## config.mk

```make
export PLATFORM = sky130hd
export DESIGN_NAME = down_timer
export DESIGN_NICKNAME = d
export VERILOG_FILES = /design/src/rtl/down_timer.sv
export SDC_FILE = /design/constraint.sdc
export NUM_CORES = 1
export LEC_CHECK = 0
export CAP_MARGIN = 10
export CORE_MARGIN = 2
export CORE_UTILIZATION = 45
export DETAILED_ROUTE_END_ITERATION = 7
export GPL_TIMING_DRIVEN = 0
export PLACE_DENSITY = 0.68
export SETUP_SLACK_MARGIN = 0.4
export SLEW_MARGIN = 15
export SYNTH_ARGS = -nofsm -noshare
export SYNTH_HDL_FRONTEND = slang
export SYNTH_SLANG_ARGS = --single-unit
```

## constraint.sdc

```tcl
create_clock -name clk -period 5.21 [get_ports clk]
set_clock_uncertainty 0.1 [all_clocks]
set_input_delay 1.3025 -clock clk [delete_from_list [all_inputs] [get_ports clk]]
set_output_delay 1.3025 -clock clk [all_outputs]
set_load 0.01 [all_outputs]
```

## src/rtl/down_timer.sv

```systemverilog
// Loadable down-counting timer with prescaler, one-shot/periodic reload
// and a single-cycle registered expiry pulse.
module down_timer #(
  parameter int WIDTH      = 32,
  parameter int PRESCALE_W = 16
) (
  input  logic                  clk,
  input  logic                  rst,
  input  logic                  load,
  input  logic [WIDTH-1:0]      load_val,
  input  logic [PRESCALE_W-1:0] prescale,
  input  logic                  periodic,
  input  logic                  start,
  input  logic                  stop,
  output logic [WIDTH-1:0]      cnt,
  output logic [7:0]            q,
  output logic                  zero,
  output logic                  expire,
  output logic                  busy
);

  localparam logic [1:0] IDLE  = 2'd0;
  localparam logic [1:0] RUN   = 2'd1;
  localparam logic [1:0] PAUSE = 2'd2;
  localparam logic [1:0] DONE  = 2'd3;

  localparam logic [WIDTH-1:0]      CNT_ONE = WIDTH'(1);
  localparam logic [PRESCALE_W-1:0] PSC_ONE = PRESCALE_W'(1);

  logic [1:0]            state_q, state_d;
  logic [WIDTH-1:0]      cnt_q, cnt_d;
  logic [WIDTH-1:0]      reload_q, reload_d;
  logic [PRESCALE_W-1:0] presc_reg_q, presc_reg_d;
  logic [PRESCALE_W-1:0] presc_cnt_q, presc_cnt_d;
  logic                  expire_q, expire_d;
  logic                  tick;

  assign tick = (state_q == RUN) && (presc_cnt_q == presc_reg_q);

  always_comb begin
    state_d     = state_q;
    cnt_d       = cnt_q;
    reload_d    = reload_q;
    presc_reg_d = presc_reg_q;
    presc_cnt_d = presc_cnt_q;
    expire_d    = 1'b0;
    if (load) begin
      reload_d    = load_val;
      cnt_d       = load_val;
      presc_reg_d = prescale;
      presc_cnt_d = '0;
      state_d     = IDLE;
    end else if (stop && state_q == RUN) begin
      state_d = PAUSE;
    end else begin
      unique case (state_q)
        IDLE, PAUSE: begin
          if (start && cnt_q != '0) state_d = RUN;
        end
        DONE: begin
          if (start && reload_q != '0) begin
            state_d     = RUN;
            cnt_d       = reload_q;
            presc_cnt_d = '0;
          end
        end
        RUN: begin
          if (tick) begin
            presc_cnt_d = '0;
            // Expiry on the 1 -> next step, so 0 is only ever seen in DONE
            if (cnt_q > CNT_ONE) begin
              cnt_d = cnt_q - CNT_ONE;
            end else if (cnt_q == CNT_ONE) begin
              expire_d = 1'b1;
              if (periodic) begin
                cnt_d = reload_q;
              end else begin
                cnt_d   = '0;
                state_d = DONE;
              end
            end
          end else begin
            presc_cnt_d = presc_cnt_q + PSC_ONE;
          end
        end
        default: state_d = IDLE;
      endcase
    end
  end

  always_ff @(posedge clk) begin
    if (rst) begin
      state_q     <= IDLE;
      cnt_q       <= '0;
      reload_q    <= '0;
      presc_reg_q <= '0;
      presc_cnt_q <= '0;
      expire_q    <= 1'b0;
    end else begin
      state_q     <= state_d;
      cnt_q       <= cnt_d;
      reload_q    <= reload_d;
      presc_reg_q <= presc_reg_d;
      presc_cnt_q <= presc_cnt_d;
      expire_q    <= expire_d;
    end
  end

  assign cnt    = cnt_q;
  assign q      = cnt_q[WIDTH-1 -: 8];
  assign zero   = (cnt_q == '0);
  assign expire = expire_q;
  assign busy   = (state_q == RUN);

endmodule

```

## Word-level counts from Yosys, hierarchy flattened

Cells that the tools add are included.

- $add $sub $neg: 2
- Multipliers: 0
- Div/mod/pow operators: 0
- $lt $le $gt $ge: 1
- Equality and inequality tests: 21
- Shift-type cells: 0
- Multiplexer cells: 20
- Bitwise logic cells: 3
- Reduce and logical (&&, ||, !) cells: 18

Operator list:

| kind | number |
|---|---|
| $mux W32 | 7 |
| $pmux W32 S2 | 1 |
| $reduce_bool A32 Y1 | 2 |
| $eq A32 B1 Y1 const B | 1 |
| $gt A32 B1 Y1 const B | 1 |
| $logic_not A32 Y1 | 1 |
| $mux W16 | 2 |
| $pmux W16 S2 | 1 |
| $sub A32 B1 Y32 const B | 1 |
| $add A16 B1 Y16 const B | 1 |
| $eq A16 B16 Y1 | 1 |
| $mux W2 | 7 |
| $ne A3 B3 Y1 const B | 4 |
| $reduce_and A6 Y1 | 2 |
| $ne A2 B2 Y1 const B | 5 |
| $ne A3 B1 Y1 const B | 2 |
| $ne A3 B2 Y1 const B | 2 |
| $pmux W2 S3 | 1 |
| $reduce_or A6 Y1 | 1 |
| $reduce_and A5 Y1 | 1 |
| $eq A2 B2 Y1 const B | 2 |
| $logic_and A1 B1 Y1 | 4 |
| $ne A2 B1 Y1 const B | 2 |
| $ne A4 B2 Y1 const B | 1 |
| other kinds (9) | 12 |

- Register bits after elaboration: 99
- Bits in latches: 0
- Bits in writable memories: 0
- Bits in read-only memories: 0
- Input bits: 54
- Output and inout port bits: 43
- Logic and storage cells: 72
- Memories: 0

## Logic depth before layout (Yosys ltp)

- Depth in word-level cells: 7
- Depth in mapped cells: 9
- Gate-level depth less buffers: 8

## Worst setup path after synthesis

Ideal clock, no wire load.

- Path kind: flip-flop to output port
- Start: reg cnt_q[25], in the netlist cnt[25]
- End: out zero
- Arrival: 1.840 ns
- Data required time: 3.808 ns
- Slack: 1.967 ns
- Stages on the path, launching flop included: 6
- Buffers on the path: 0
- Cells stage by stage: dfxtp_1 or4_4 or3_4 nor3_1 nand2_1 inv_1

- Cells in the longest elaborated chain, start to end: 1

Ends and longest elaborated chain:

| item | RTL line | source |
|---|---|---|
| start: declaration | 31 | `logic [WIDTH-1:0] cnt_q, cnt_d;` |
| start signal: assignment | 101 | `cnt_q <= cnt_d;` |
| $logic_not A32 Y1 | 111 | `assign zero = (cnt_q == '0);` |
| end: declaration | 17 | `output logic zero,` |

No other way between the ends.

## Worst setup path after layout

- Start: reg cnt_q[4], in the netlist cnt[4]
- End: out zero

The elaborated chain is that of the path after synthesis.

==> results_dict.tcl <==
set metrics [dict create \
    critPathArrivalTime_ns 3.14 \
    syn-num-nets 692 \
    rsz0062_at_grt "no" \
    drv_slew 0 \
    rows 39 \
    stdcell_area_mm2 0.00683 \
    slowest_stage "nor4_4" \
    crit_path_max_incr_delay_ns 0.63 \
    dieWidth_um 113 \
    path_max_fanout 9 \
    peakVddDrop_uv 216 \
    vias 5366 \
    finish.utilization_pct 59.0 \
    clk_pin_slew_ns 0.07 \
    coreArea_mm2 0.0116 \
    cts_made_buffers 9 \
    clk_path_buf_depth 2 \
    gp_congestion 0.941 \
    layout-drive-gt1-share_pct 6.59 \
    clock_latency_ns 0.36 \
    synthCells 634 \
    combPwrFrac_pct 21.1 \
    path_class "flop to output pin" \
    path_buf_inv 3 \
    relSlewSlack_pct 22.5 \
    wl_per_cell_um 20.0 \
    clockPowerShare_pct 35.2 \
    dp_cells 871 \
    syn2layout_area_growth_pct 26.5 \
    grt_pass1_wl_mm 28.2 \
    grt_pass1_vias 5225 \
    initial_core_util_pct 46.7 \
    r2r_end "cnt[22]" \
    cts_sinks 99 \
    fin_nets 797 \
    antenna_found_initial 0 \
    drc 0 \
    cp-startpoint "cnt[4]" \
    swShare_pct 29.9 \
    synth_edf_count 0 \
    grt.total_usage_pct 28.2 \
    worst_slew_pin_slew_ns 1.16 \
    rr_worst_depth 9 \
    wl_mm 17.8 \
    synth_seq_cells 99 \
    fin_cells 886 \
    timing.fmax_mhz 220 \
    hp-class "flop to flop" \
    p_leak_nw 2.50 \
    syn-cell-area_mm2 0.00540 \
    path_cells "buf_2 -> nor4_4 -> nand4_1 -> nor3_1 -> nand2_1 -> inv_1 -> clkdlybuf4s50_1" \
    async_reset_ff_share_pct 0 \
    required_ns 3.81 \
    ys.flop_type "dfxtp_1" \
    placed_area_mm2 0.00652 \
    critPathLaunchType "flop" \
    final-setup-viol-count 0 \
    setup_slack_ns 0.672 \
    num_io_pins 97 \
    fin_crit_ns 4.54 \
    dr.first_iter.drc_count 458 \
    fin_tns_setup_ns 0 \
    dieArea_mm2 0.0129 \
    internal_power_mw 1.37 \
    dp_hpwl_mm 13.3 \
    pwr-share-seq_pct 43.7 \
    p_sw_mw 0.587 \
    grt-ovfl-total 0 \
    diodes 0 \
    nFillCells 1080 \
    drv_cap 0 \
    whs_ns 0.399 \
    min_from "reload_q[6]" \
    critical_path_depth 7 \
    cts_tree "built" \
    hold_violations 0 \
    drt_pass1_iterations 5 \
    syn_avg_cell_area_um2 8.51 \
    synth_cell_types 66 \
    power_density_mw_per_mm2 287 \
    critPathCaptureType "output pin" \
    cts-root-buf "clkbuf_16" \
    dp_slack_ns 1.05 \
    crit_path_end "zero" \
    grt_max_degree 17 \
    fin_crit_sh_pct 87.1 \
    avgViaCountPerCell 6.06 \
    htree_levels 3 \
    final_antenna_net_count 0 \
    port-buffer-count 94 \
    cp_top_family "simple AND/OR/NAND/NOR gates" \
    yosys_warnings 0 \
    finalPower_mw 1.96 \
    worstReg2RegStart "cnt[0]" \
    ys_seq_area_share_pct 36.7 \
    die_y_um 113 \
    status "complete, no violations" \
    reg2reg_slack_ns 1.65 \
]
layout make-up:
| type | count | area, um2 | area share [%] |
|---|---|---|---|
| Multi-Input combinational cell | 469 | 3110 | 45.5 |
| Sequential cell | 99 | 1980 | 29.0 |
| Timing Repair Buffer | 94 | 941 | 13.8 |
| Buffer | 48 | 249 | 3.65 |
| Clock buffer | 10 | 239 | 3.50 |
| Tap cell | 143 | 179 | 2.62 |
| Inverter | 18 | 67.6 | 0.990 |
| Clock inverter | 5 | 62.6 | 0.917 |
power by group through the flow:
| stage | combinational, mW | clock, mW | sequential (mW) |
|---|---|---|---|
| 6_report | 0.414 | 0.691 | 0.856 |
| 3_3_place_gp | 0.400 | 0 | 0.869 |
| 3_5_place_dp | 0.407 | 0 | 0.871 |
| 5_1_grt | 0.447 | 0.732 | 0.861 |
| 4_1_cts | 0.409 | 0.698 | 0.854 |
| 2_1_floorplan | 0.233 | 0 | 0.863 |
worst reg2reg max path: cells and delay by family, from the launching register on:
kind,cells,cell delay (ns)
flip-flops,1,0.39
AND/OR/NAND/NOR,3,1.68
adder cells (fa/ha/maj),1,0.26
XOR/XNOR,1,0.13
buffers and inverters,2,0.47
AO/OA/AOI/OAI,2,0.40
cell usage in the layout, fill, tap and decap left out, types with 11 or more instances in the layout:
cell             instances
clkbuf_1                29
nor2_1                  66
o21ai_0                 11
a211oi_1                24
dfxtp_1                 99
nand3_1                 14
nor3_1                  13
xnor2_1                 26
a21oi_1                 60
xor2_1                  28
mux2i_1                 29
nor4_1                  23
clkdlybuf4s50_1         94
inv_1                   16
nand2_1                 56
metal layers:
metal	up-vias	wire length (um)	track usage [%]	share of wire, %
met5	-	0	0	0
li1	2544	-	-	-
met1	2555	7660	35.7	43
met4	0	449	10.6	2.5
met2	236	8340	46.6	47
met3	31	1310	6.80	7.4
kinds of logic (layout without fill, tap and decap cells):
kind of cell / Yosys count / in the layout / share of synthesized area, %
buffers and inverters: 66 / 175 / 5.87
adder cells (fa/ha/maj): 4 / 4 / 0.928
AND/OR/NAND/NOR: 221 / 221 / 21.1
multiplexers: 29 / 29 / 5.38
XOR/XNOR: 54 / 54 / 8.77
flip-flops: 99 / 99 / 36.7
AO/OA/AOI/OAI: 161 / 161 / 21.3
worst min-delay path by stage:
stage | end | slack, ns | depth (start not counted)
6_report | reload_q[6] | 0.40 | 2
5_1_grt | reload_q[7] | 0.42 | 2
4_1_cts | reload_q[6] | 0.40 | 2
3_5_place_dp | reload_q[6] | 0.38 | 2
3_3_place_gp | reload_q[7] | 0.37 | 2
2_1_floorplan | reload_q[20] | 0.35 | 2
state kept, by name, summed over array words and instances, names as in the netlist:
| name | cells |
|---|---|
| state_q | 2 |
| presc_reg_q | 16 |
| presc_cnt_q | 16 |
| reload_q | 32 |
| cnt | 32 |
| expire | 1 |
synth_stat cells (all sizes together) (14+ instances only):
cell type,number,area (um2)
dfxtp,99,1980
nor2,68,274
a21oi,60,300
nand2,56,210
clkbuf,30,123
mux2i,29,290
xor2,28,245
nor4,27,203
xnor2,26,228
a211oi,24,180
buf,18,126
inv,16,60.1
nand3,14,70.1
o21ai,14,70.1
timing repair:
action | 4_1_cts | 5_1_grt
hold buffers | 0 | 0
setup buffers | 0 | 0
resized for setup | 0 | 1
endpoints found under the setup margin | 0 | 1
(Power assumes the default switching activity.)
